`src/rtl/shift_pkg.sv`:
```
// rtl/shift_pkg.sv - shared encodings for the shift sequencer and SHIFTER16
package shift_pkg;

  localparam int SHIFT_WIDTH = 16;

  typedef enum logic [1:0] {
    LSL = 2'b00,
    LSR = 2'b01,
    ASR = 2'b10,
    ROR = 2'b11
  } op_e;

  typedef enum logic [1:0] {
    SEL_PASS = 2'd0,
    SEL_SHR  = 2'd1,
    SEL_SHL  = 2'd2,
    SEL_ZERO = 2'd3
  } sel_e;

  typedef enum logic [1:0] {
    S_IDLE  = 2'd0,
    S_SHIFT = 2'd1,
    S_DONE  = 2'd2
  } state_e;

endpackage

```
`src/rtl/shift_seq16_if.sv`:
```
// rtl/shift_seq16_if.sv - request/result bundle between the ALU path and the shift sequencer
interface shift_seq16_if;
  import shift_pkg::*;

  logic                   Start;
  logic [1:0]             Op;
  logic [3:0]             Amount;
  logic [SHIFT_WIDTH-1:0] A;
  logic                   Busy;
  logic                   Done;
  logic [SHIFT_WIDTH-1:0] Result;
  logic                   CarryOut;

  modport master (
    output Start, Op, Amount, A,
    input  Busy, Done, Result, CarryOut
  );

  modport slave (
    input  Start, Op, Amount, A,
    output Busy, Done, Result, CarryOut
  );

endinterface

```
`src/rtl/shift_seq16_shifter16.sv`:
```
// rtl/shift_seq16_shifter16.sv - existing single-bit 16-bit shifter datapath
module SHIFTER16
  import shift_pkg::*;
(
  input  logic [15:0] B,
  input  logic [1:0]  Select,
  input  logic        InL,
  input  logic        InR,
  output logic [15:0] HOut
);

  // one-bit shift, fill bits supplied by the caller
  always_comb begin
    HOut = B;
    unique case (sel_e'(Select))
      SEL_PASS: HOut = B;
      SEL_SHR:  HOut = {InL, B[15:1]};
      SEL_SHL:  HOut = {B[14:0], InR};
      SEL_ZERO: HOut = 16'h0000;
      default:  HOut = B;
    endcase
  end

endmodule

```
`src/rtl/shift_seq16.sv`:
```
// rtl/shift_seq16.sv - multi-cycle 0..15 bit shift/rotate sequencer around SHIFTER16
module shift_seq16
  import shift_pkg::*;
#(
  parameter int WIDTH = 16
) (
  input  logic          CLK,
  input  logic          RST,
  shift_seq16_if.slave  bus
);

  state_e           state;
  state_e           state_nxt;
  op_e              op_q;
  logic [3:0]       cnt;
  logic [WIDTH-1:0] hold;
  logic             carry;
  logic             accept;
  logic [1:0]       sel;
  logic             in_l;
  logic             in_r;
  logic [15:0]      hout;

  assign accept = (state == S_IDLE) && bus.Start;

  // state register; reset aborts any operation in flight
  always_ff @(posedge CLK) begin
    if (RST) state <= S_IDLE;
    else     state <= state_nxt;
  end

  // next state: zero-amount requests skip straight to DONE
  always_comb begin
    state_nxt = state;
    unique case (state)
      S_IDLE: begin
        if (bus.Start) state_nxt = (bus.Amount == 4'd0) ? S_DONE : S_SHIFT;
      end
      S_SHIFT: begin
        if (cnt == 4'd1) state_nxt = S_DONE;
      end
      S_DONE:  state_nxt = S_IDLE;
      default: state_nxt = S_IDLE;
    endcase
  end

  // status outputs come from state only, never from Start
  always_comb begin
    bus.Busy = (state != S_IDLE);
    bus.Done = (state == S_DONE);
  end

  // fill-bit mux: pick direction and incoming bit from the latched op
  always_comb begin
    sel  = SEL_SHR;
    in_l = 1'b0;
    in_r = 1'b0;
    unique case (op_q)
      LSL:     sel  = SEL_SHL;
      LSR:     in_l = 1'b0;
      ASR:     in_l = hold[15];
      ROR:     in_l = hold[0];
      default: in_l = 1'b0;
    endcase
  end

  SHIFTER16 u_shifter (
    .B      (hold),
    .Select (sel),
    .InL    (in_l),
    .InR    (in_r),
    .HOut   (hout)
  );

  // holding register, latched op/count and carry; the bit leaving the
  // register on each step becomes the carry
  always_ff @(posedge CLK) begin
    if (RST) begin
      hold  <= '0;
      op_q  <= LSL;
      cnt   <= 4'd0;
      carry <= 1'b0;
    end else begin
      if (accept) begin
        hold  <= bus.A;
        op_q  <= op_e'(bus.Op);
        cnt   <= bus.Amount;
        carry <= 1'b0;
      end else if (state == S_SHIFT) begin
        hold  <= hout;
        cnt   <= cnt - 4'd1;
        carry <= (op_q == LSL) ? hold[15] : hold[0];
      end
    end
  end

  assign bus.Result   = hold;
  assign bus.CarryOut = carry;

endmodule

```
`src/flat_wrapper.sv`:
```
// flat-port wrapper written by rule: the top's interface ports become plain ports
module shift_seq16_flat import shift_pkg::*;
#(
  parameter int WIDTH = 16
)
  (CLK, RST, bus_Start, bus_Op, bus_Amount, bus_A, bus_Busy, bus_Done, bus_Result, bus_CarryOut);
  shift_seq16_if bus_i ();
  input  logic CLK;
  input  logic RST;
  input wire logic [$bits(bus_i.Start)-1:0] bus_Start;
  input wire logic [$bits(bus_i.Op)-1:0] bus_Op;
  input wire logic [$bits(bus_i.Amount)-1:0] bus_Amount;
  input wire logic [$bits(bus_i.A)-1:0] bus_A;
  output wire logic [$bits(bus_i.Busy)-1:0] bus_Busy;
  output wire logic [$bits(bus_i.Done)-1:0] bus_Done;
  output wire logic [$bits(bus_i.Result)-1:0] bus_Result;
  output wire logic [$bits(bus_i.CarryOut)-1:0] bus_CarryOut;
  assign bus_i.Start = bus_Start;
  assign bus_i.Op = bus_Op;
  assign bus_i.Amount = bus_Amount;
  assign bus_i.A = bus_A;
  assign bus_Busy = bus_i.Busy;
  assign bus_Done = bus_i.Done;
  assign bus_Result = bus_i.Result;
  assign bus_CarryOut = bus_i.CarryOut;
  shift_seq16 #(.WIDTH(WIDTH)) u_core (.CLK(CLK), .RST(RST), .bus(bus_i));
endmodule
```
`config.mk`:
```
export PLATFORM = sky130hd
export DESIGN_NAME = shift_seq16_flat
export DESIGN_NICKNAME = d
export VERILOG_FILES = /design/src/rtl/shift_pkg.sv /design/src/rtl/shift_seq16_if.sv /design/src/rtl/shift_seq16_shifter16.sv /design/src/rtl/shift_seq16.sv /design/src/flat_wrapper.sv
export SDC_FILE = /design/constraint.sdc
export NUM_CORES = 1
export LEC_CHECK = 0
export ABC_AREA = 1
export BUFFER_PORTS_ARGS = -buffer_cell sky130_fd_sc_hd__buf_2
export CAP_MARGIN = 30
export CORE_MARGIN = 1
export CORE_UTILIZATION = 51
export DETAILED_ROUTE_END_ITERATION = 10
export PLACE_DENSITY = 0.76
export SLEW_MARGIN = 20
export SYNTH_ARGS = -nofsm -noshare
export SYNTH_HDL_FRONTEND = slang
export SYNTH_SLANG_ARGS = --single-unit
```
`constraint.sdc`:
```
create_clock -name CLK -period 1.24 [get_ports CLK]
set_input_delay 0.062 -clock CLK [delete_from_list [all_inputs] [get_ports CLK]]
set_output_delay 0.062 -clock CLK [all_outputs]
set_load 0.01 [all_outputs]
```
==> flow_summary.ini, run 1 <==
[status]
outcome = finished, final reports clean

[min_path]
hp-start = bus_A[0]
hold_path_class = in -> reg
hold_depth = 3
worstHoldEndpoint = u_core.bus.Result[0]$_SDFFE_PP0P_

[pwr]
peakVddDrop_mv = 0.854
p_per_area_nw_per_um2 = 1220
power.leakage_nw = 0.864

[floorplanning]
fp.dieH_um = 56.3
initial_core_util_pct = 54.0
num_rows = 19
die_area_um2 = 3170
coreArea_um2 = 2780
die_x_um = 56.3
num_io_pins = 44

[sta]
slew_headroom_pct = 76.9
fin_crit_sh_pct = 93.8
fin_crit_ns = 1.16
tightestPinTransition_ns = 0.346
finalMaxSlewViolations = 0
finClkSkew_ns = 0.00584
rsz0062_at_grt = yes
fmax_mhz = 859
fin_tns_setup_ns = 0
hold_violations = 0
setup_violations = 0

[setup_path]
crit_type = reg -> reg
reg2reg_from = u_core.state[1]$_SDFFE_PP0P_
critPathArrivalTime_ns = 1.39
crit_path_start_kind = register
end_kind = register
cp_data_required_time_ns = 1.47
r2r_slack_ns = 0.08
r2r_end = u_core.bus.Result[10]$_SDFFE_PP0P_
cp_max_fo = 19
worstRegToRegCells = 6

[yosys]
ys_types = 23
synth_warnings = 0
ys_seq_area_share_pct = 33.3
synth_area_per_cell_um2 = 6.89
syn_nets = 245
syn_inst = 218
netlist_area_um2 = 1500
synth-seq-cells = 25

[placed_design]
io_buffers = 43
placed_area_um2 = 1720
dp_hpwl_um = 2440
place_congestion = 0.763
placed_cells = 287

[final_layout]
fin_area_um2 = 1780
drive_above_1_share_pct = 27.9
antennaDiodeCount = 0
syn_to_final_growth_pct = 18.5
nNetsFinal = 290
final_cells = 293

[cts]
clk_pin_slew_worst_paths_ns = 0.15
clock_latency_ns = 0.32
cts_max_path_buffers = 2
cts-buffers-inserted = 3
clock-root-buffer = clkbuf_4
clock-sinks = 25
htreeDepth = 1
cts_tree = done

[routing]
wl_per_cell_um = 11.6
wl_um = 3390
drt_iter0_markers = 44
drc_errors = 0
route.antenna.remaining_nets = 0
drtPass1Iterations = 4
vias_per_cell = 5.18
vias = 1517

[global_route]
grt_first_pass_wirelength_um = 5850
grt_pass1_vias = 1347
antenna_found_initial = 0
grt_usage_pct = 22.8
grt_max_degree = 21
grt-ovfl-total = 0

[job]
maxCapViolations = 0
report_power, final:
group	total (mW)	switching [mW]	internal, mW	leakage [nW]
Clock	0.378	0.257	0.121	0.0177
Combinational	0.784	0.452	0.332	0.639
Sequential	1.01	0.103	0.903	0.207
Total	2.17	0.812	1.36	0.864
cells in the mapped netlist:
library cell	instances	area [um^2]
a21oi_1	13	65.1
a21oi_2	8	70.1
buf_4	3	22.5
buf_6	5	56.3
buf_8	1	15.0
clkbuf_1	2	7.51
dfxtp_1	25	500
ha_1	2	25.0
inv_1	11	41.3
inv_2	4	15.0
nand2_1	65	244
nand2_2	2	12.5
nand2_4	2	22.5
nand3_1	23	115
nor2_1	14	52.6
nor2_2	1	6.26
nor2_4	1	11.3
o211ai_1	1	7.51
o21ai_0	10	50.1
o21ai_1	8	40.0
o22ai_2	2	25.0
or2_0	14	87.6
xor2_1	1	8.76
registers in the layout, summed over array words and instances (netlist names):
signal               cells
u_core.bus.Result       16
u_core.cnt               4
u_core.state             2
u_core.op_q              2
u_core.bus.CarryOut      1
per-stage QoR:
stage	utilization (%)	hold WS, ns	setup WS, ns	total power [mW]
2_1_floorplan	-	0.131	0.167	1.59
3_3_place_gp	62.0	0.320	0.0743	1.78
3_5_place_dp	62.0	0.322	0.0641	1.79
4_1_cts	63.7	0.0188	0.0418	2.16
5_1_grt	64.0	0.0239	-0.0156	2.32
6_report	64.0	0.0168	0.0763	2.17
repair_timing:
action                                  in CTS  in global routing
endpoints found under the hold margin        5                  0
endpoints found under the setup margin       0                 19
hold buffers                                 2                  0
buffers inserted                             0                  0
gates resized for setup                      0                  7
placed cells by master, fill, tap and decap left out:
| master | netlist | layout |
|---|---|---|
| buf_4 | 3 | 4 |
| nor2_2 | 1 | 1 |
| nor2_1 | 14 | 14 |
| nand2_2 | 2 | 1 |
| dfxtp_1 | 25 | 25 |
| nand3_1 | 23 | 23 |
| inv_4 | 0 | 1 |
| or2_0 | 14 | 14 |
| nand2_4 | 2 | 3 |
| inv_1 | 11 | 11 |
| a21oi_1 | 13 | 13 |
| nor2_4 | 1 | 1 |
| buf_12 | 0 | 2 |
| clkinv_2 | 0 | 1 |
| xor2_1 | 1 | 1 |
| o211ai_1 | 1 | 1 |
| o22ai_2 | 2 | 2 |
| buf_2 | 0 | 43 |
| clkbuf_4 | 0 | 3 |
| a21oi_2 | 8 | 8 |
| nand2_1 | 65 | 65 |
| o21ai_0 | 10 | 6 |
| ha_1 | 2 | 2 |
| o21ai_1 | 8 | 12 |
| dlygate4sd3_1 | 0 | 2 |
| inv_2 | 4 | 3 |
critical path, cell delays in order (launching register included):
cell	delay [ns]
dfxtp_1	0.38
inv_2	0.07
nand2_1	0.11
nand2_2	0.10
buf_12	0.17
o21ai_0	0.21
a21oi_2	0.05
per-layer routing:
layer	vias up	GRT usage, %	routed length, um
met4	0	5.23	25
met2	51	38.9	1630
met1	672	30.8	1550
met5	-	0	0
li1	790	-	-
met3	4	3.00	186
layout make-up:
class	instances	area, um^2
multi-input combinational	167	848
sequential	25	500
inverter	15	58.8
clock buffer	3	22.5
timing repair buffer	51	305
tap	31	38.8
fill	289	1000
clock inverter	1	5.00
kinds of logic (layout without fill, tap and decap cells):
logic type | Yosys count | after routing | synth area share [%]
adder cells (fa/ha/maj) | 2 | 2 | 1.67
XOR/XNOR | 1 | 1 | 0.583
AO/OA/AOI/OAI | 42 | 42 | 17.2
buffers and inverters | 26 | 70 | 10.5
AND/OR/NAND/NOR | 122 | 122 | 36.7
flip-flops | 25 | 25 | 33.3
worst max-delay path by stage:
stage	to	from	slack (ns)
2_1_floorplan	u_core.bus.Result[10]$_SDFFE_PP0P_	u_core.state[1]$_SDFFE_PP0P_	0.17
3_3_place_gp	u_core.state[1]$_SDFFE_PP0P_	u_core.state[0]$_SDFFE_PP0P_	0.07
3_5_place_dp	u_core.state[1]$_SDFFE_PP0P_	u_core.state[0]$_SDFFE_PP0P_	0.06
4_1_cts	u_core.bus.Result[12]$_SDFFE_PP0P_	u_core.state[0]$_SDFFE_PP0P_	0.04
5_1_grt	u_core.bus.Result[2]$_SDFFE_PP0P_	u_core.state[0]$_SDFFE_PP0P_	-0.02
6_report	u_core.bus.Result[10]$_SDFFE_PP0P_	u_core.state[1]$_SDFFE_PP0P_	0.08
Power figures use the tool's default switching activity.
==> inputs of run 2 (changes only) <==
Settings changed: CORE_UTILIZATION 51 to 53, CTS_BUF_LIST set to sky130_fd_sc_hd__clkbuf_8, PLACE_DENSITY 0.76 to 0.79.
==> flow_summary.ini, run 2 (synthesis gave the netlist of run 1 again) <==
[status]
outcome = finished, final reports clean

[placed_design]
place_congestion = 0.819
dp_hpwl_um = 2480
io_buffers = 43
pre_cts_ws_ns = 0.0621

[global_route]
grt_pass1_vias = 1365
grt_usage_pct = 23.6
grt-ovfl-total = 0
grt_first_pass_wirelength_um = 5820
grt_max_degree = 27
antenna_found_initial = 0

[sta]
fmax_mhz = 828
fin_crit_sh_pct = 97.3
tightestPinTransition_ns = 0.282
hold_violations = 0
fin_tns_setup_ns = 0
setup_slack_ns = 0.0329
fin_crit_ns = 1.21
slew_headroom_pct = 81.2
finClkSkew_ns = 0.00156
finalMaxSlewViolations = 0
setup_violations = 0

[final_layout]
drive_above_1_share_pct = 30.0
nFillCells = 226
final_common_cell = nand2_1
nNetsFinal = 291
antennaDiodeCount = 0
largest_register_ff_count = 16
syn_to_final_growth_pct = 22.8
final_util_pct = 71.8
mostFrequentLayoutCells = nand2_1 (64), buf_2 (43), nand3_1 (23), dfxtp_1 (23)

[routing]
route.antenna.remaining_nets = 0
drc_errors = 0
vias_per_cell = 5.30
vias = 1552
drt_iter0_markers = 41
wl_per_cell_um = 12.6
wl_um = 3680
drtPass1Iterations = 4

[setup_path]
worstRegToRegCells = 6
end_kind = register
critPathArrivalTime_ns = 1.37
cp_data_required_time_ns = 1.41
crit_path_start = u_core.state[1]$_SDFFE_PP0P_
crit_type = reg -> reg
reg2reg_from = u_core.state[1]$_SDFFE_PP0P_
cp_max_fo = 8
max_stage_delay_ns = 0.37
crit_path_frequent_cell = nand2_4
crit_path_start_kind = register
critPathSlowestCell = dfxtp_2
crit_path_cell_trace = inv_2 > nand2_4 > nand2_4 > buf_4 > o21ai_0 > a21oi_2

[floorplanning]
die_x_um = 55.2
coreArea_um2 = 2570
num_rows = 18
initial_core_util_pct = 58.5
fp.dieH_um = 55.2
num_io_pins = 44
die_area_um2 = 3050

[pwr]
power.leakage_nw = 0.895
p_sw_share_pct = 36.1
p_clk_share_pct = 20.8
power_mw = 2.34
peakVddDrop_mv = 0.860
pwr-share-seq_pct = 43.0
switchingPower_uw = 845
combPwrFrac_pct = 36.1
internal-power_mw = 1.50
p_per_area_nw_per_um2 = 1270

[cts]
cts_max_path_buffers = 2
clock-root-buffer = clkbuf_8
htreeDepth = 1
cts_tree = done
clock-sinks = 25
ctsHoldBuffers = 0
cts-buffers-inserted = 3
clk_pin_slew_worst_paths_ns = 0.09
clock_latency_ns = 0.27

[min_path]
hold_depth = 3
hold_path_class = in -> reg
hp-start = bus_Op[1]

[job]
maxCapViolations = 0
run 2: cell types whose count changed in the layout (fill, tap and decap cells not counted), sizes merged:
| cell | before | now |
|---|---|---|
| buf | 49 | 51 |
| clkbuf | 3 | 4 |
| dlygate4sd3 | 2 | 0 |
run 2: final timing paths:
| path | endpoint | slack [ns] |
|---|---|---|
| hold / removal | u_core.op_q[1]$_SDFFE_PP0P_ | 0.04 |
| setup / recovery | u_core.bus.Result[12]$_SDFFE_PP0P_ | 0.03 |
| hold reg to reg | u_core.bus.Result[5]$_SDFFE_PP0P_ | 0.55 |
| setup reg to reg | u_core.bus.Result[12]$_SDFFE_PP0P_ | 0.03 |
run 2: routing by layer:
| metal | vias to the layer above | wire, um | GRT usage, % |
|---|---|---|---|
| li1 | 794 | - | - |
| met1 | 712 | 1660 | 29.4 |
| met2 | 39 | 1790 | 38.7 |
| met3 | 7 | 176 | 4.92 |
| met4 | 0 | 55 | 11.1 |
| met5 | - | 0 | 0 |
run 2: what timing repair did:
item,CTS,global route
endpoints found under the setup margin,0,21
setup buffers,0,1
resized for setup,0,9
hold endpoints to repair,0,0
run 2: cell type report:
| type | count | area, um^2 | share of cell area [%] |
|---|---|---|---|
| Multi-Input combinational cell | 167 | 861 | 46.7 |
| Sequential cell | 25 | 503 | 27.3 |
| Clock inverter | 1 | 5.00 | 0.271 |
| Clock buffer | 3 | 41.3 | 2.24 |
| Tap cell | 30 | 37.5 | 2.04 |
| Inverter | 15 | 58.8 | 3.19 |
| Timing Repair Buffer | 52 | 338 | 18.3 |
run 2: through the flow:
stage / hold slack [ns] / cell area [um^2] / cells
finish: 0.0381 / 1840 / 293
floorplan: 0.131 / 1500 / 218
CTS: 0.0293 / 1780 / 291
detailed placement: 0.319 / 1730 / 287
global placement: 0.317 / 1730 / 287
global route: 0.0370 / 1840 / 293
run 2: power by group through the flow:
stage	sequential [mW]	clock, mW	combinational (mW)
after floorplan	1.04	0	0.555
after global placement	1.02	0	0.765
after detailed placement	1.02	0	0.778
after CTS	1.00	0.493	0.781
after global routing	1.02	0.533	0.948
final	1.01	0.488	0.847
run 2: worst max-delay path: cells and delay by family, from the launching register on:
kind | cells | cell delay (ns)
simple gates | 2 | 0.23
buf+inv | 2 | 0.25
compound gates | 2 | 0.24
flops | 1 | 0.37
==> inputs of run 3 (changes only) <==
Settings changed: CORE_UTILIZATION 53 to 57, PLACE_DENSITY 0.79 to 0.84, SKIP_LAST_GASP set to 1.
Clock period 1.24 ns to 1.4 ns, I/O delays scaled along.
==> flow_summary.ini, run 3 (synthesis gave the netlist of run 1 again) <==
[setup_path]
cp_max_fo = 20
end_kind = register
crit_path_start_kind = register
critPathArrivalTime_ns = 1.39
crit_type = reg -> reg
cp_data_required_time_ns = 1.60

[placed_design]
place_congestion = 0.805
dp_hpwl_um = 2320
placed_cells = 284
placed_area_um2 = 1710
io_buffers = 43
pre_cts_ws_ns = 0.225

[global_route]
grt_pass1_vias = 1254
grt_first_pass_wirelength_um = 5330
grt-ovfl-total = 0
grt_usage_pct = 25.2
grt_max_degree = 35
antenna_found_initial = 0

[final_layout]
syn_to_final_growth_pct = 16.8
fin_area_um2 = 1750
final_util_pct = 70.8
final_common_cell = nand2_1
drive_above_1_share_pct = 27.5
final_cells = 288
largest_register_ff_count = 16
mostFrequentLayoutCells = nand2_1 (65), buf_2 (43), dfxtp_1 (25)
nNetsFinal = 286
antennaDiodeCount = 0

[cts]
clock-sinks = 25
clock_latency_ns = 0.27
cts_max_path_buffers = 2
htreeDepth = 1
cts_tree = done
clock-root-buffer = clkbuf_8
clk_pin_slew_worst_paths_ns = 0.09
cts_setup_buffers = 0
cts-buffers-inserted = 3
ctsResizeCount = 0
ctsHoldBuffers = 0

[sta]
rsz0062_at_grt = no
tightestPinTransition_ns = 0.329
finClkSkew_ns = 0.00289
finalMaxSlewViolations = 0
hold_ws_ns = 0.0441
fin_crit_ns = 1.19
setup_violations = 0
fin_tns_setup_ns = 0
fin_crit_sh_pct = 84.9
setup_slack_ns = 0.211
hold_violations = 0
slew_headroom_pct = 78.0
fmax_mhz = 841

[pwr]
p_per_area_nw_per_um2 = 1130
peakVddDrop_mv = 0.783
power_mw = 1.98
switchingPower_uw = 709
p_sw_share_pct = 35.7
pwr-share-seq_pct = 44.8
p_clk_share_pct = 21.6
internal-power_mw = 1.27
combPwrFrac_pct = 33.6
power.leakage_nw = 0.850

[routing]
route.antenna.remaining_nets = 0
drtPass1Iterations = 4
wl_um = 3190
vias_per_cell = 5.14
dr_wl_met3_um = 149
drc_errors = 0
drt_iter0_markers = 31
route.layer.met1.wl_um = 1500
route.met2.wl_um = 1510
wl_per_cell_um = 11.1
vias = 1481
top_layer = met4

[floorplanning]
initial_core_util_pct = 60.6
num_rows = 18
num_io_pins = 44
coreArea_um2 = 2480
fp.dieH_um = 53.3
die_area_um2 = 2840
die_x_um = 53.3

[min_path]
hold_path_class = in -> reg

[status]
outcome = finished, final reports clean

[job]
maxCapViolations = 0
run 3: worst max-delay path: stages, from the launching register on:
cell and delay [ns]:
dfxtp_1 0.41, nand2_4 0.11, inv_2 0.25, or2_0 0.17
nand2_1 0.06, a21oi_1 0.12
run 3: worst paths after layout:
kind,from,end,slack (ns),cells past startpoint
setup / recovery,u_core.state[0]$_SDFFE_PP0P_,u_core.bus.Result[2]$_SDFFE_PP0P_,0.21,5
hold / removal,bus_Op[1],u_core.op_q[1]$_SDFFE_PP0P_,0.04,3
setup reg to reg,u_core.state[0]$_SDFFE_PP0P_,u_core.bus.Result[2]$_SDFFE_PP0P_,0.21,5
hold reg to reg,u_core.bus.Result[6]$_SDFFE_PP0P_,u_core.bus.Result[6]$_SDFFE_PP0P_,0.55,2
run 3: routing by layer:
metal / up-vias / global-route usage [%]
met5: - / 0
met4: 0 / 7.46
met3: 2 / 4.31
met2: 35 / 43.3
met1: 664 / 31.7
li1: 780 / -
run 3: cell type report:
type                    instances  area [um^2]
inverters                      15         56.3
clock buffers                   3         41.3
multi-input cells             167          843
clock inverters                 1         5.00
flip-flops and latches         25          500
repair buffers                 47          270
well taps                      30         37.5
fillers                       229          723
run 3: power by group through the flow:
stage / clock network (mW) / logic [mW] / registers, mW
finish: 0.429 / 0.666 / 0.889
global route: 0.466 / 0.762 / 0.901
CTS: 0.436 / 0.670 / 0.887
detailed placement: 0 / 0.667 / 0.903
global placement: 0 / 0.656 / 0.901
floorplan: 0 / 0.492 / 0.919
